## src/rtl/bram_stream_reader.sv

```systemverilog
// bram_stream_reader: read-side sequencer for a single-clock simple dual-port BRAM.
// Drives enb/addrb for a (base, len) request, captures the registered dob output
// into a 4-entry FIFO and presents it as a valid/ready stream with last marking.
// Read issue is credit based (FIFO occupancy + in-flight read), so the FIFO can
// never overflow regardless of downstream backpressure.
module bram_stream_reader #(
  parameter int DEPTH      = 1024,
  parameter int DATA_WIDTH = 16,
  parameter int ADDR_WIDTH = 10,
  parameter int LEN_WIDTH  = 11
) (
  input  logic                  clk,
  input  logic                  rst_n,
  input  logic                  start,
  input  logic [ADDR_WIDTH-1:0] base_addr,
  input  logic [LEN_WIDTH-1:0]  len,
  output logic                  enb,
  output logic [ADDR_WIDTH-1:0] addrb,
  input  logic [DATA_WIDTH-1:0] dob,
  output logic                  m_valid,
  input  logic                  m_ready,
  output logic [DATA_WIDTH-1:0] m_data,
  output logic                  m_last,
  output logic                  busy,
  output logic                  done
);

  localparam int FIFO_DEPTH = 4;

  typedef enum logic [1:0] {IDLE, RUN, DRAIN} state_t;

  typedef struct packed {
    logic                  last;
    logic [DATA_WIDTH-1:0] data;
  } entry_t;

  state_t                state_q, state_d;
  logic                  done_q, done_d;
  logic [ADDR_WIDTH-1:0] addr_q;
  logic [LEN_WIDTH-1:0]  rem_q;           // reads still to be issued
  logic                  inflight_q;      // read issued last cycle, data on dob now
  logic                  inflight_last_q; // that read is the final one of the transfer
  entry_t                fifo_q [FIFO_DEPTH];
  logic [1:0]            wr_ptr_q, rd_ptr_q;
  logic [2:0]            count_q;

  logic                  accept;
  logic                  credit_ok;
  logic                  issue;
  logic                  last_issue;
  logic                  push;
  logic                  pop;
  logic [ADDR_WIDTH-1:0] addr_next;
  entry_t                head;

  // A pop in the same cycle is deliberately not credited: keeps the credit
  // check a pure function of registered state.
  assign credit_ok  = (count_q + {2'b00, inflight_q}) < 3'd4;
  assign issue      = (state_q == RUN) && credit_ok;
  assign last_issue = issue && (rem_q == LEN_WIDTH'(1));
  assign accept     = (state_q == IDLE) && start && (len != '0);
  assign push       = inflight_q;
  assign pop        = (count_q != 3'd0) && m_ready;
  assign head       = fifo_q[rd_ptr_q];

  // Explicit compare so a non-power-of-two DEPTH wraps correctly.
  assign addr_next = (addr_q == ADDR_WIDTH'(DEPTH - 1)) ? '0 : addr_q + ADDR_WIDTH'(1);

  assign enb     = issue;
  assign addrb   = addr_q;
  assign m_valid = (count_q != 3'd0);
  assign m_data  = head.data;
  assign m_last  = m_valid && head.last;
  assign busy    = (state_q != IDLE);
  assign done    = done_q;

  // State and done-pulse registers.
  always_ff @(posedge clk or negedge rst_n) begin
    if (!rst_n) begin
      state_q <= IDLE;
      done_q  <= 1'b0;
    end else begin
      state_q <= state_d;
      done_q  <= done_d;
    end
  end

  // Next state: a zero-length request completes immediately without reads;
  // DRAIN ends on the handshake of the beat tagged last, which by construction
  // is the final entry in the FIFO with nothing left in flight.
  always_comb begin
    state_d = state_q;
    done_d  = 1'b0;
    case (state_q)
      IDLE: begin
        if (start) begin
          if (len != '0) state_d = RUN;
          else           done_d  = 1'b1;
        end
      end
      RUN: begin
        if (last_issue) state_d = DRAIN;
      end
      DRAIN: begin
        if (pop && head.last) begin
          state_d = IDLE;
          done_d  = 1'b1;
        end
      end
      default: state_d = IDLE;
    endcase
  end

  // Read address/remaining counter and the one-deep read pipeline tracker.
  always_ff @(posedge clk or negedge rst_n) begin
    if (!rst_n) begin
      addr_q          <= '0;
      rem_q           <= '0;
      inflight_q      <= 1'b0;
      inflight_last_q <= 1'b0;
    end else begin
      if (accept) begin
        addr_q <= base_addr;
        rem_q  <= len;
      end else if (issue) begin
        addr_q <= addr_next;
        rem_q  <= rem_q - LEN_WIDTH'(1);
      end
      inflight_q      <= issue;
      inflight_last_q <= last_issue;
    end
  end

  // FIFO storage and pointers; push and pop may coincide.
  always_ff @(posedge clk or negedge rst_n) begin
    if (!rst_n) begin
      for (int i = 0; i < FIFO_DEPTH; i++) fifo_q[i] <= '0;
      wr_ptr_q <= '0;
      rd_ptr_q <= '0;
      count_q  <= '0;
    end else begin
      if (push) begin
        fifo_q[wr_ptr_q] <= '{last: inflight_last_q, data: dob};
        wr_ptr_q         <= wr_ptr_q + 2'd1;
      end
      if (pop) rd_ptr_q <= rd_ptr_q + 2'd1;
      case ({push, pop})
        2'b10:   count_q <= count_q + 3'd1;
        2'b01:   count_q <= count_q - 3'd1;
        default: count_q <= count_q;
      endcase
    end
  end

endmodule
```

## config.mk

```make
export PLATFORM = sky130hd
export DESIGN_NAME = bram_stream_reader
export DESIGN_NICKNAME = d
export VERILOG_FILES = /design/src/rtl/bram_stream_reader.sv
export SDC_FILE = /design/constraint.sdc
export NUM_CORES = 1
export LEC_CHECK = 0
export CORE_ASPECT_RATIO = 1.25
export CORE_MARGIN = 4
export CORE_UTILIZATION = 55
export DETAILED_ROUTE_END_ITERATION = 8
export MAX_ROUTING_LAYER = met4
export PLACE_DENSITY_LB_ADDON = 0.05
export SYNTH_ARGS = -nofsm -noshare
export SYNTH_HDL_FRONTEND = slang
export SYNTH_SLANG_ARGS = --single-unit
```

## constraint.sdc

```tcl
create_clock -name clk -period 3.8 [get_ports clk]
set_input_delay 1.14 -clock clk [delete_from_list [all_inputs] [get_ports clk]]
set_output_delay 1.14 -clock clk [all_outputs]
set_load 0.02 [all_outputs]
```

== After elaboration in Yosys (flattened, before gate mapping) ==
Index checks and enable logic that the tools add are counted.

* Logic and storage cells: 76
* ROM bits: 0
* Flip-flop bits (word level): 101
* Memories kept: 0
* Bits of input ports: 41
* Bits in latches: 0
* RAM bits: 0

* $lt $le $gt $ge: 4
* Eq/ne operators: 10
* Shifts and indexed selects: 0
* Reductions and logical operators: 15
* Multiplexer cells: 21
* Add/sub/neg operators: 7
* $mul: 0
* Bitwise logic cells: 2
* Div/mod/pow operators: 0

{| class="wikitable"
|+ Operator list
! cell !! number
|-
| $bwmux W68 || 1
|-
| $mux W17 || 3
|-
| $bmux W17 S2 || 1
|-
| $demux W17 S2 || 1
|-
| $mux W10 || 3
|-
| $mux W11 || 2
|-
| $eq A11 B1 Y1 const B || 1
|-
| $reduce_bool A11 Y1 || 1
|-
| $sub A11 B1 Y11 const B || 1
|-
| $add A10 B1 Y10 const B || 1
|-
| $eq A10 B10 Y1 const B || 1
|-
| $logic_and A1 B1 Y1 || 8
|-
| $mux W2 || 4
|-
| $ge A3 B3 Y1 const B || 2
|-
| $ne A2 B2 Y1 const B || 3
|-
| $not A2 Y3 || 2
|-
| $pmux W2 S3 || 1
|-
| $pmux W3 S2 || 1
|-
| $reduce_bool A2 Y1 || 3
|-
| $add A2 B1 Y2 const B || 2
|-
| $eq A2 B1 Y1 const B || 2
|-
| $eq A2 B2 Y1 const B || 2
|-
| $reduce_and A4 Y1 || 1
|-
| $add A3 B1 Y3 || 1
|-
| other kinds (9) || 11
|}

== Logic depth before layout (Yosys ltp) ==
Gate-level depths: netlist of the first run.

* Depth after elaboration: 7
* Mapped depth: 9
* Mapped depth without buffers: 8

== Least setup slack after synthesis of the first run ==
OpenSTA, ideal clock, no wires.

* Path type: register to output
* Start: register rd_ptr_q[0]
* End: output port m_data[10]
* Arrival: 1.492 ns
* Slack: 1.168 ns
* Path buffers: 2
* Data required time: 2.660 ns
* Cell stages (with the launch flop): 4
* Path through: dfrtp_1 -> buf_2 -> buf_2 -> mux4_2

* Longest elaborated chain between the ends: 4

{| class="wikitable"
|+ RTL lines
! item !! RTL line !! RTL
|-
| start, declared || 44 || <nowiki>logic [1:0] wr_ptr_q, rd_ptr_q;</nowiki>
|-
| start signal, assigned || 146 || <nowiki>if (pop) rd_ptr_q <= rd_ptr_q + 2'd1;</nowiki>
|-
| $not A2 Y3 (not written as such) || 64 || <nowiki>assign head = fifo_q[rd_ptr_q];</nowiki>
|-
| $bmux W17 S2 || 64 ||
|-
| $mux W17 (not written as such) (2 in series) || 64 ||
|-
| end, declared || 22 || <nowiki>output logic [DATA_WIDTH-1:0] m_data,</nowiki>
|}

No other way between the ends. The select of a mux whose other input is x is not followed.

== Worst setup path after layout of the first run ==
* Start: register rd_ptr_q[0]
* End: output port m_last

* Longest elaborated chain between the ends: 5

{| class="wikitable"
|+ RTL lines
! item !! RTL line !! RTL
|-
| $not A2 Y3 (not written as such) || 64 ||
|-
| $bmux W17 S2 || 64 ||
|-
| $mux W17 (not written as such) (2 in series) || 64 ||
|-
| $logic_and A1 B1 Y1 || 73 || <nowiki>assign m_last = m_valid && head.last;</nowiki>
|-
| end, declared || 23 || <nowiki>output logic m_last,</nowiki>
|}

No other way between the ends. The select of a mux whose other input is x is not followed.

==> results of run 1 <==
per-layer routing:
metal | vias to the layer above | global-route usage | wire [um]
li1 | 1484 | - | -
met1 | 1577 | 0.239 | 3870
met2 | 80 | 0.333 | 4850
met3 | 15 | 0.0315 | 393
met4 | 0 | 0.0855 | 140
met5 | - | - | 0
path summary, 6_finish.rpt:
kind / cells past startpoint / slack [ns] / endpoint
setup / recovery: 4 / 0.47 / m_last
min in group asynchronous: 2 / 0.81 / fifo_q[52]
hold reg to reg: 1 / 0.50 / done
setup reg to reg: 6 / 1.75 / count_q[1]
max in group asynchronous: 2 / 2.56 / rd_ptr_q[1]
hold / removal: 1 / 0.50 / done
cells in the mapped netlist (all sizes together) (3+ instances only):
cell type  count
and2           3
a22oi          3
clkbuf        10
a21oi          8
buf            5
nand2         32
mux2          68
nor3           8
ha             8
xor2           6
inv           12
xnor2          5
a221o          4
nor2          14
o311ai         4
nand3          7
nor4           6
mux4          17
dfrtp        101
o21ai         18
nor3b          3
area by class of cell:
class / instances / area [um^2] / area share
Timing Repair Buffer: 78 / 773 / 0.134
Sequential cell: 101 / 2530 / 0.436
Clock inverter: 5 / 61.3 / 0.0106
Tap cell: 97 / 121 / 0.0210
Clock buffer: 10 / 138 / 0.0238
Multi-Input combinational cell: 239 / 2130 / 0.367
Inverter: 12 / 45.0 / 0.00778
sequential cells by signal, summed over array words and instances, names as in the netlist:
signal,flops
addrb,10
fifo_q,68
count_q,3
rem_q,11
state_q,2
rd_ptr_q,2
done,1
wr_ptr_q,2
inflight_q,1
inflight_last_q,1
worst register-to-register path: stages, from the launching register on:
cell	delay [ns]
dfrtp_1	0.44
or3_1	0.41
and2_1	0.26
ha_1	0.24
inv_1	0.07
fa_1	0.40
o21ai_0	0.16
power by group:
part | switching, mW | total [mW] | leakage (nW) | internal (mW)
clock network | 0.357 | 0.677 | 0.0906 | 0.320
logic | 1.21 | 2.62 | 1.10 | 1.41
registers | 0.348 | 1.94 | 1.21 | 1.59
logic make-up (layout without fill, tap and decap cells):
logic type,Yosys count,after routing,share of synthesized area
buffers and inverters,27,105,0.0236
adders and majority gates,9,9,0.0252
AOI/OAI and AO/OA,47,47,0.0683
DFF,101,101,0.530
muxes,86,86,0.243
xor gates and xnor gates,11,11,0.0202
and+or+nand+nor,86,86,0.0893
stage by stage:
stage / power, mW / worst slack (ns) / std cells / hold WS [ns]
after floorplan: 3.68 / 1.17 / 367 / 0.452
after CTS: 5.29 / 0.423 / 542 / 0.496
after global routing: 5.60 / 0.331 / 542 / 0.525
after global placement: 4.53 / 0.564 / 527 / 0.481
final: 5.24 / 0.468 / 542 / 0.496
after detailed placement: 4.61 / 0.491 / 527 / 0.488
==> metrics.yaml, run 1 <==
rows: 37
grt_max_degree: 102
synthFlopType: "dfrtp_1"
htreeDepth: 3
critPathTopFamily: "buffers and inverters"
first_iter_violations: 167
crit_type: "reg -> out"
grt.total_usage: 0.198
vias: 3156
grt_overflow: 0
slew_headroom: 0.432
required_ns: 2.66
ys_ff_latch: 101
wl_per_cell_um: 17.1
reg2reg_from: "count_q[1]"
clock_path_buffers: 2
hold_class: "reg -> reg"
numPortBuffers: 71
final_antenna_net_count: 0
synth_top_area_frac: 0.530
cts_resized: 0
synth_area_um2: 4770
power_density_nw_per_um2: 904
ios: 72
slowest_delay_ns: 0.58
maxCapViolCount: 0
antenna_cells: 0
nets: 491
fill_cells: 626
fmax_mhz: 300
cts_made_buffers: 9
drt-total-wl_mm: 9.25
tritoncts: "yes"
synth_enable_flop_cells: 0
clkSinkCount: 101
drtPass1Iterations: 4
startpoint_type: "flop"
clock_latency_ns: 0.36
cts_root_buf: "clkbuf_8"
endpoint_kind: "output pin"
drv_slew: 0
avgSynthCellArea_um2: 13.0
fp.dieH_um: 112
synth_area_leaders: "dfrtp_1, mux2_2, mux4_2, nand2_1, ha_1"
fin_crit_ns: 3.33
arrival_ns: 2.19
hold_viol: 0
design_area_um2: 5790
path_buf_inv: 2
yosysWarnings: 0
cts-hold-fix-buffers: 0
cts_setup_buffers: 0
ir_worst_vdd_mv: 0.424
worstPathCellList: "buf_4, mux4_2, and2_1, clkdlybuf4s50_1"
status: "complete, no violations"
fin_util: 0.695
syn_nets: 417
path_clk_slew_ns: 0.09
path_max_fanout: 8
coreArea_um2: 8330
die-area_um2: 10200
syn_inst: 367
setup.worst_path.start: "rd_ptr_q[0]"
synthDistinctLibCells: 44
drc: 0
layout_commonest_cell: "dfrtp_1"
gp_congestion: 0.828
worstHoldStart: "state_q[0]"
fin_tns_setup_ns: 0
fin_crit_sh: 0.877
setup_viol: 0
start_util: 0.572
yosys.area.top_type: "dfrtp_1"
dieWidth_um: 91.3
drive_gt1_frac: 0.261
synth_seq_area_share: 0.530
post_dp_cell_area_um2: 5590
p_leak_nw: 2.40
antenna_found_initial: 0
fin_skew_ns: 0.0113
worstMarginPinSlew_ns: 0.851
synthToLayoutAreaGrowth_pct: 21.5
grt_pass1_vias: 3299
hpwlAfterDp_mm: 6.42
mostFrequentLayoutCells: "dfrtp_1, clkdlybuf4s50_1, mux2_2"
grt_pass1_wl_mm: 15.8
cpMaxStageDelayCell: "mux4_2"
vias_per_cell: 5.82
rsz0062_at_grt: "no"
synth_async_sr_flop_share: 1.00
No activity file was read; power rests on OpenSTA's default activity.
==> run 2, diff against run 1 <==
- PLACE_DENSITY: default -> 0.93
- PLACE_DENSITY_LB_ADDON: 0.05 -> default
==> metrics.yaml, run 2 (synthesized netlist as in run 1, its figures left out) <==
setup.worst_path.start: "rd_ptr_q[0]"  # unchanged
antenna_cells: 0  # unchanged
post-place-ws_ns: 0.401  # was 0.491 ns
ff2ff_setup_slack_ns: 1.63  # was 1.75 ns
layout_commonest_cell: "dfrtp_1"  # unchanged
reg2reg_from: "state_q[1]"  # was count_q[1]
cts_root_buf: "clkbuf_8"  # unchanged
path_clk_slew_ns: 0.09  # about the same
nets: 491  # unchanged
fin_tns_setup_ns: 0  # unchanged
die-area_um2: 10200  # unchanged
start_util: 0.572  # unchanged
fin_crit_ns: 3.46  # was 3.33 ns
final_antenna_net_count: 0  # unchanged
startpoint_type: "flop"  # unchanged
vias_per_cell: 6.02  # was 5.82
dieWidth_um: 91.3  # unchanged
antenna_found_initial: 0  # unchanged
fin_crit_sh: 0.911  # was 0.877
drtPass1Iterations: 4  # unchanged
arrival_ns: 2.32  # was 2.19 ns
grt_overflow: 0  # unchanged
required_ns: 2.66  # about the same
rows: 37  # unchanged
fp.dieH_um: 112  # unchanged
hpwlAfterDp_mm: 7.07  # was 6.42 mm
hold_depth: 1  # unchanged
coreArea_um2: 8330  # unchanged
endpoint: "m_last"  # unchanged
fmax_mhz: 289  # was 300 MHz
setup_viol: 0  # unchanged
clock_latency_ns: 0.36  # about the same
cts_setup_buffers: 0  # unchanged
largest_register_ffs: 68  # unchanged
drive_gt1_frac: 0.258  # was 0.261
hold_class: "reg -> reg"  # unchanged
regToRegEndpoint: "rem_q[5]"  # was count_q[1]
fin_ws_ns: 0.339  # was 0.468 ns
r2r_cells: 6  # unchanged
slew_headroom: 0.427  # was 0.432
htreeDepth: 3  # unchanged
gp_congestion: 0.877  # was 0.828
cts-hold-fix-buffers: 0  # unchanged
clock_path_buffers: 2  # unchanged
vias: 3262  # was 3156
rsz0062_at_grt: "no"  # unchanged
worstPathCellList: "buf_4, mux4_2, and2_1, clkdlybuf4s50_1"  # unchanged
cts_resized: 0  # unchanged
regMostFlops: "fifo_q"  # unchanged
path_max_fanout: 12  # was 8
worstHoldStart: "fifo_q[17]"  # was state_q[0]
first_iter_violations: 173  # was 167
endpoint_kind: "output pin"  # unchanged
ir_worst_vdd_mv: 0.428  # was 0.424 mV
crit_type: "reg -> out"  # unchanged
clkSinkCount: 101  # unchanged
grt_pass1_wl_mm: 17.0  # was 15.8 mm
fill_cells: 549  # was 626
synthToLayoutAreaGrowth_pct: 20.9  # was 21.5%
slowest_delay_ns: 0.59  # was 0.58 ns
power_density_nw_per_um2: 914  # was 904 nW/um^2
wl_per_cell_um: 18.5  # was 17.1 um
drv_slew: 0  # unchanged
ios: 72  # unchanged
cpMaxStageDelayCell: "mux4_2"  # unchanged
numPortBuffers: 71  # unchanged
drc: 0  # unchanged
grt_pass1_vias: 3425  # was 3299
mostFrequentLayoutCells: "dfrtp_1, clkdlybuf4s50_1, mux2_2"  # unchanged
cts_made_buffers: 9  # unchanged
tritoncts: "yes"  # unchanged
grt.total_usage: 0.217  # was 0.198
fin_skew_ns: 0.00800  # was 0.0113 ns
drt-total-wl_mm: 10.0  # was 9.25 mm
hold_viol: 0  # unchanged
grt_max_degree: 68  # was 102
status: "complete, no violations"  # unchanged
maxCapViolCount: 0  # unchanged
worstMarginPinSlew_ns: 0.857  # was 0.851 ns
p_leak_nw: 2.40  # about the same
==> run 2: cell types whose count changed in the layout (fill, tap and decap cells not counted) <==
cell / before / now
buf_12: 1 / 0
clkbuf_1: 0 / 1
clkbuf_8: 10 / 9
clkinv_4: 1 / 0
clkinv_2: 0 / 3
buf_4: 7 / 8
clkinvlp_4: 3 / 1
==> run 2: how the worst min path moves through the flow <==
stage / to
after detailed placement: fifo_q[27]
final: fifo_q[17]
after floorplan: inflight_last_q
after global routing: fifo_q[27]
after global placement: fifo_q[33]
after CTS: fifo_q[27]
==> run 2: worst max-delay path: cells and delay by family, from the launching register on <==
family | cells | cell delay, ns
muxes | 1 | 0.59
and+or+nand+nor | 1 | 0.19
buffers and inverters | 2 | 0.80
DFF | 1 | 0.37
==> run 2: cell type report <==
type,count,area [um^2],share of cell area
well taps,97,121,0.0211
repair buffers,78,761,0.132
multi-input cells,239,2130,0.369
flip-flops and latches,101,2530,0.439
inverters,12,45.0,0.00782
clock buffers,10,128,0.0222
clock inverters,5,52.6,0.00912
==> run 2: where the power goes <==
group | internal, mW | switching, mW | total, mW
clock | 0.298 | 0.347 | 0.645
combinational | 1.41 | 1.25 | 2.66
sequential | 1.59 | 0.370 | 1.96
==> run 2: per-stage QoR <==
| step | area (um^2) | hold slack [ns] | instances | utilization | total power [mW] |
|---|---|---|---|---|---|
| floorplan | 4770 | 0.452 | 367 | - | 3.68 |
| global placement | 5580 | 0.481 | 527 | 0.670 | 4.49 |
| detailed placement | 5580 | 0.489 | 527 | 0.670 | 4.64 |
| CTS | 5760 | 0.509 | 542 | 0.691 | 5.30 |
| global route | 5760 | 0.516 | 542 | 0.691 | 5.61 |
| finish | 5760 | 0.508 | 542 | 0.691 | 5.27 |
==> run 2: routing by layer <==
metal,part of all wire,GRT usage
met4,0.021,0.0835
met2,0.51,0.357
met5,0,-
met1,0.42,0.273
met3,0.050,0.0315
==> run 3, diff against run 2 <==
- SLEW_MARGIN: default -> 20
==> results of run 3 <==
No change in the layout: final DEF, timing and power equal those of run 2.
